$ cat src/rtl/ccdn_cccp_lut_pkg.sv
// Shared CCDN defines for the content-name lookup table: default field widths
// and the layout of one table entry.
package ccdn_cccp_lut_pkg;

  localparam int CCDN_NUM_QUEUES     = 8;
  localparam int CCDN_LUT_DEPTH_BITS = 4;
  localparam int CCDN_NAME_LENTH     = 32;
  localparam int CCDN_VN_LENTH       = 16;
  localparam int CCDN_NEXT_HOP_W     = 32;

  // One entry at default widths; valid iff oq is non-zero.
  typedef struct packed {
    logic [CCDN_NAME_LENTH-1:0] name;
    logic [CCDN_VN_LENTH-1:0]   vn;
    logic [CCDN_NUM_QUEUES-1:0] oq;
    logic [CCDN_NEXT_HOP_W-1:0] next_hop_ip;
  } ccdn_entry_t;

endpackage

$ cat src/rtl/ccdn_prio_enc.sv
// Lowest-index-wins priority encoder: match vector to one-hot and binary index.
module ccdn_prio_enc #(
  parameter int N = 16,
  parameter int W = 4
) (
  input  logic [N-1:0] i_vec,
  output logic [N-1:0] o_onehot,
  output logic [W-1:0] o_idx
);

  // Walking downward lets the lowest set bit overwrite any higher one.
  always_comb begin
    o_idx = '0;
    for (int i = N - 1; i >= 0; i--) begin
      if (i_vec[i]) begin
        o_idx = W'(i);
      end
    end
  end

  assign o_onehot = i_vec & (~i_vec + N'(1));

endmodule

$ cat src/rtl/ccdn_cccp_lut.sv
// CCDN content-name lookup table: flop-based table with a two-stage parallel
// lookup pipeline and single-cycle CCCP read/write access.
module ccdn_cccp_lut
  import ccdn_cccp_lut_pkg::*;
#(
  parameter int NUM_QUEUES     = CCDN_NUM_QUEUES,
  parameter int LUT_DEPTH_BITS = CCDN_LUT_DEPTH_BITS,
  parameter int NAME_LENTH     = CCDN_NAME_LENTH,
  parameter int VN_LENTH       = CCDN_VN_LENTH
) (
  input  logic                      clk,
  input  logic                      reset,
  input  logic                      lookup_req,
  input  logic [NAME_LENTH-1:0]     lookup_name,
  input  logic [VN_LENTH-1:0]       lookup_vn,
  output logic                      lookup_done,
  output logic                      lookup_hit,
  output logic                      lookup_vn_match,
  output logic [NUM_QUEUES-1:0]     lookup_oq,
  output logic [CCDN_NEXT_HOP_W-1:0] lookup_next_hop_ip,
  input  logic [LUT_DEPTH_BITS-1:0] cccp_rd_addr,
  input  logic                      cccp_rd_req,
  output logic [NAME_LENTH-1:0]     cccp_rd_name,
  output logic [VN_LENTH-1:0]       cccp_rd_vn,
  output logic [NUM_QUEUES-1:0]     cccp_rd_oq,
  output logic [CCDN_NEXT_HOP_W-1:0] cccp_rd_next_hop_ip,
  output logic                      cccp_rd_ack,
  input  logic [LUT_DEPTH_BITS-1:0] cccp_wr_addr,
  input  logic                      cccp_wr_req,
  input  logic [NAME_LENTH-1:0]     cccp_wr_name,
  input  logic [VN_LENTH-1:0]       cccp_wr_vn,
  input  logic [NUM_QUEUES-1:0]     cccp_wr_oq,
  input  logic [CCDN_NEXT_HOP_W-1:0] cccp_wr_next_hop_ip,
  output logic                      cccp_wr_ack
);

  localparam int DEPTH = 1 << LUT_DEPTH_BITS;

  logic [NAME_LENTH-1:0]      r_name [DEPTH];
  logic [VN_LENTH-1:0]        r_vn   [DEPTH];
  logic [NUM_QUEUES-1:0]      r_oq   [DEPTH];
  logic [CCDN_NEXT_HOP_W-1:0] r_nh   [DEPTH];

  logic [DEPTH-1:0]          w_match;
  logic [DEPTH-1:0]          w_onehot;
  logic [LUT_DEPTH_BITS-1:0] w_idx;
  logic                      w_hit;

  logic                       r_s1_valid;
  logic                       r_s1_hit;
  logic                       r_s1_vn_match;
  logic [NUM_QUEUES-1:0]      r_s1_oq;
  logic [CCDN_NEXT_HOP_W-1:0] r_s1_nh;

  always_comb begin
    w_match = '0;
    for (int i = 0; i < DEPTH; i++) begin
      w_match[i] = (r_oq[i] != '0) && (r_name[i] == lookup_name);
    end
  end

  ccdn_prio_enc #(
    .N(DEPTH),
    .W(LUT_DEPTH_BITS)
  ) u_prio_enc (
    .i_vec   (w_match),
    .o_onehot(w_onehot),
    .o_idx   (w_idx)
  );

  assign w_hit = |w_onehot;

  // Stage 1 snapshots the winning entry at the request edge, so a write landing
  // on that same edge cannot leak into this lookup's result.
  always_ff @(posedge clk) begin
    if (!reset) begin
      r_s1_valid    <= 1'b0;
      r_s1_hit      <= 1'b0;
      r_s1_vn_match <= 1'b0;
      r_s1_oq       <= '0;
      r_s1_nh       <= '0;
    end else begin
      r_s1_valid <= lookup_req;
      if (lookup_req) begin
        r_s1_hit      <= w_hit;
        r_s1_vn_match <= w_hit && (r_vn[w_idx] == lookup_vn);
        r_s1_oq       <= w_hit ? r_oq[w_idx] : '0;
        r_s1_nh       <= w_hit ? r_nh[w_idx] : '0;
      end
    end
  end

  always_ff @(posedge clk) begin
    if (!reset) begin
      lookup_done        <= 1'b0;
      lookup_hit         <= 1'b0;
      lookup_vn_match    <= 1'b0;
      lookup_oq          <= '0;
      lookup_next_hop_ip <= '0;
    end else begin
      lookup_done <= r_s1_valid;
      if (r_s1_valid) begin
        lookup_hit         <= r_s1_hit;
        lookup_vn_match    <= r_s1_vn_match;
        lookup_oq          <= r_s1_oq;
        lookup_next_hop_ip <= r_s1_nh;
      end
    end
  end

  // Reads sample the table before this edge's write takes effect.
  always_ff @(posedge clk) begin
    if (!reset) begin
      for (int i = 0; i < DEPTH; i++) begin
        r_name[i] <= '0;
        r_vn[i]   <= '0;
        r_oq[i]   <= '0;
        r_nh[i]   <= '0;
      end
      cccp_rd_name        <= '0;
      cccp_rd_vn          <= '0;
      cccp_rd_oq          <= '0;
      cccp_rd_next_hop_ip <= '0;
      cccp_rd_ack         <= 1'b0;
      cccp_wr_ack         <= 1'b0;
    end else begin
      cccp_wr_ack <= cccp_wr_req;
      cccp_rd_ack <= cccp_rd_req;
      if (cccp_wr_req) begin
        r_name[cccp_wr_addr] <= cccp_wr_name;
        r_vn[cccp_wr_addr]   <= cccp_wr_vn;
        r_oq[cccp_wr_addr]   <= cccp_wr_oq;
        r_nh[cccp_wr_addr]   <= cccp_wr_next_hop_ip;
      end
      if (cccp_rd_req) begin
        cccp_rd_name        <= r_name[cccp_rd_addr];
        cccp_rd_vn          <= r_vn[cccp_rd_addr];
        cccp_rd_oq          <= r_oq[cccp_rd_addr];
        cccp_rd_next_hop_ip <= r_nh[cccp_rd_addr];
      end
    end
  end

endmodule

$ cat config.mk
export PLATFORM = sky130hd
export DESIGN_NAME = ccdn_cccp_lut
export DESIGN_NICKNAME = d
export VERILOG_FILES = /design/src/rtl/ccdn_cccp_lut_pkg.sv /design/src/rtl/ccdn_prio_enc.sv /design/src/rtl/ccdn_cccp_lut.sv
export SDC_FILE = /design/constraint.sdc
export NUM_CORES = 2
export LEC_CHECK = 0
export ABC_AREA = 1
export CORE_ASPECT_RATIO = 0.75
export CORE_UTILIZATION = 30
export DETAILED_ROUTE_END_ITERATION = 12
export GPL_ROUTABILITY_DRIVEN = 0
export SLEW_MARGIN = 10
export SYNTH_ARGS = -nofsm -noshare
export SYNTH_HDL_FRONTEND = slang
export SYNTH_HIERARCHICAL = 1
export SYNTH_SLANG_ARGS = --single-unit
$ cat constraint.sdc
create_clock -name clk -period 6.5 [get_ports clk]
set_input_delay 1.625 -clock clk [delete_from_list [all_inputs] [get_ports clk]]
set_output_delay 1.625 -clock clk [all_outputs]
set_load 0.01 [all_outputs]
==> results.sh <==
export IMPL_status="finished, final reports clean"
export IMPL_antenna_found_initial=11
export IMPL_ys_seq_elements=1584
export IMPL_finalCritPeriodShare_pct=89.5
export IMPL_cp_slowest_cell="nor4_1"
export IMPL_core_um2=273000
export IMPL_die_h_um=457
export IMPL_critPathLaunchType="primary input"
export IMPL_syn_avg_cell_area_um2=8.85
export IMPL_yosysWarnings=6
export IMPL_p_per_area_nw_per_um2=264
export IMPL_cts_resized=0
export IMPL_cts_sinks=1584
export IMPL_first_global_vias=71800
export IMPL_drtIter0Drc=13100
export IMPL_ios=282
export IMPL_path_max_fanout=133
export IMPL_drc=0
export IMPL_finalSetupViolations=0
export IMPL_clk_path_buf_depth=3
export IMPL_ys_async_sr_fraction_pct=0
export IMPL_row_count=166
export IMPL_finalHoldViolations=0
export IMPL_worstPathArrival_ns=6.60
export IMPL_io_buffers=281
export IMPL_clkSlewWorstSetupHoldPaths_ns=0.06
export IMPL_fmax_ghz=0.172
export IMPL_fin_cells=13100
export IMPL_dpl_cell_area_um2=90600
export IMPL_cts_tree="done"
export IMPL_place_hpwl_um=219000
export IMPL_rsz0062_at_grt="false"
export IMPL_hold_path_class="flop to flop"
export IMPL_cts_hold_buffers=0
export IMPL_grt_pass1_wl_um=519000
export IMPL_layout_drive_gt1_share_pct=8.62
export IMPL_wirelength_um=370000
export IMPL_worstMarginPinSlew_ns=1.41
export IMPL_vias=77100
export IMPL_numCtsBuffers=181
export IMPL_grt_max_degree=205
export IMPL_yosys_area_top_type="edfxtp_1"
export IMPL_syn_nets=9493
export IMPL_vias_per_cell=5.88
export IMPL_crit_path_frequent_cell="nand2_1"
export IMPL_fillers=27200
export IMPL_design_area_um2=96700
export IMPL_ant_nets=0
export IMPL_synth_cell_types=46
export IMPL_synthTopCellsByArea="edfxtp_1, nor2_1, o21ai_0"
export IMPL_final_nets=9479
export IMPL_die_x_um=608
export IMPL_cpPeakStageDelay_ns=0.57
export IMPL_required_ns=7.28
export IMPL_grt_ovfl_total=0
export IMPL_finalCriticalPeriod_ns=5.82
export IMPL_htreeDepth=4
export IMPL_slew_violations=0
export IMPL_synth_top_area_share_pct=51.1
export IMPL_synth_ff_type="edfxtp_1"
export IMPL_cts_setup_buffers=0
export IMPL_ir_worst_vdd_v=0.000260
export IMPL_yosysSeqAreaShare_pct=55.4
export IMPL_relSlewSlack_pct=5.45
export IMPL_endpoint_kind="flop"
export IMPL_setup_tns_final_ns=0
export IMPL_drt_wirelength_per_cell_um=28.2
export IMPL_clock_latency_ns=0.87
export IMPL_synth_edf_count=1408
export IMPL_dp_cells=12800
export IMPL_area_delta_synth_final_pct=17.0
export IMPL_start_util_pct=30.2
export IMPL_grt_usage_pct=25.5
export IMPL_critPathKind="primary input to flop"
export IMPL_skew_ns=0.0686
export IMPL_p_leak_nw=35.4
export IMPL_netlist_instances=9344
export IMPL_dieArea_um2=278000
export IMPL_cap_violations=0
export IMPL_first_pass_iters=7
export IMPL_cts_root_buf="clkbuf_16"
export IMPL_syn_area_um2=82700
export IMPL_power_mw=25.6
## registers in the layout (all words and copies together) (netlist names), 8 cells and up
register             flops
r_name                 512
lookup_next_hop_ip      32
cccp_rd_name            32
cccp_rd_vn              16
cccp_rd_oq               8
r_s1_nh                 32
r_nh                   512
r_vn                   256
r_oq                   128
r_s1_oq                  8
cccp_rd_next_hop_ip     32
lookup_oq                8
## power breakdown
group	internal, mW	switching (mW)
logic	0.873	2.05
clock network	5.99	4.56
registers	11.7	0.418
total	18.5	7.02
## kinds of logic after synthesis
family | Yosys count | synth area share, %
compound gates | 2285 | 15.9
flops | 1584 | 55.4
buf+inv | 1272 | 6.28
xor+xnor | 316 | 3.35
simple gates | 3887 | 19.1
## final timing paths
check        cells past startpoint      startpoint  slack (ns)       endpoint
max reg2reg                     25     r_oq[12][6]        1.19  r_s1_vn_match
min reg2reg                      2     r_s1_nh[10]        0.47    r_s1_nh[10]
min                              2     r_s1_nh[10]        0.47    r_s1_nh[10]
max                             29  lookup_name[2]        0.68  r_s1_vn_match
## worst max-delay path, delay by kind of cell
kind | cells | cell delay [ns]
AOI/OAI and AO/OA | 2 | 0.23
buffers and inverters | 5 | 1.30
xor gates and xnor gates | 1 | 0.52
and+or+nand+nor | 21 | 2.74
## layout make-up
cell class,count,area [um2],share of cell area (%)
repair buffers,634,6660,6.88
multi-input cells,6488,32000,33.0
well taps,3612,4520,4.67
flip-flops and latches,1584,45800,47.4
diodes,5,12.5,0.0129
clock buffers,257,5140,5.31
inverters,441,1690,1.75
clock inverters,87,940,0.971
## Yosys cell counts, types with 14 or more instances
master and count:
a21oi_1 364, a221oi_1 55, buf_1 55, buf_2 148
buf_4 29, buf_6 14, clkbuf_1 584, dfxtp_1 176
edfxtp_1 1408, inv_1 427, nand2_1 732, nand3_1 340
nand4_1 57, nor2_1 2549, nor3_1 15, nor4_1 62
o211ai_1 145, o21ai_0 1198, o21ai_1 71, o221ai_1 192
o22ai_1 223, o311ai_1 14, or2_2 112, xnor2_1 215
xor2_1 101
## per-stage QoR
step	setup WS [ns]	util, %	hold WS, ns
after floorplan	1.40	-	0.445
after global placement	0.0141	33.2	0.464
after detailed placement	0.127	33.2	0.460
after CTS	1.04	35.4	0.468
after global routing	0.545	35.4	0.496
final	0.682	35.4	0.471
## layout by cell type (no fill, tap or decap), drive strengths merged, types with 112 or more instances in the layout
master / synthesis / routed
or2: 112 / 112
a21oi: 364 / 364
o221ai: 192 / 192
clkdlybuf4s50: 0 / 275
xnor2: 215 / 215
inv: 435 / 443
o211ai: 145 / 145
nand3: 342 / 342
nor2: 2552 / 2552
nand2: 733 / 733
o22ai: 223 / 223
dfxtp: 176 / 176
buf: 247 / 357
edfxtp: 1408 / 1408
clkbuf: 584 / 259
o21ai: 1269 / 1269
## layer usage
| layer | GRT usage [%] | up-vias | routed length (um) |
|---|---|---|---|
| li1 | - | 32300 | - |
| met4 | 14.0 | 12 | 22900 |
| met2 | 37.0 | 6470 | 153000 |
| met1 | 33.9 | 37200 | 139000 |
| met5 | 0 | - | 67 |
| met3 | 7.53 | 1154 | 54600 |
(Power assumes the default switching activity.)
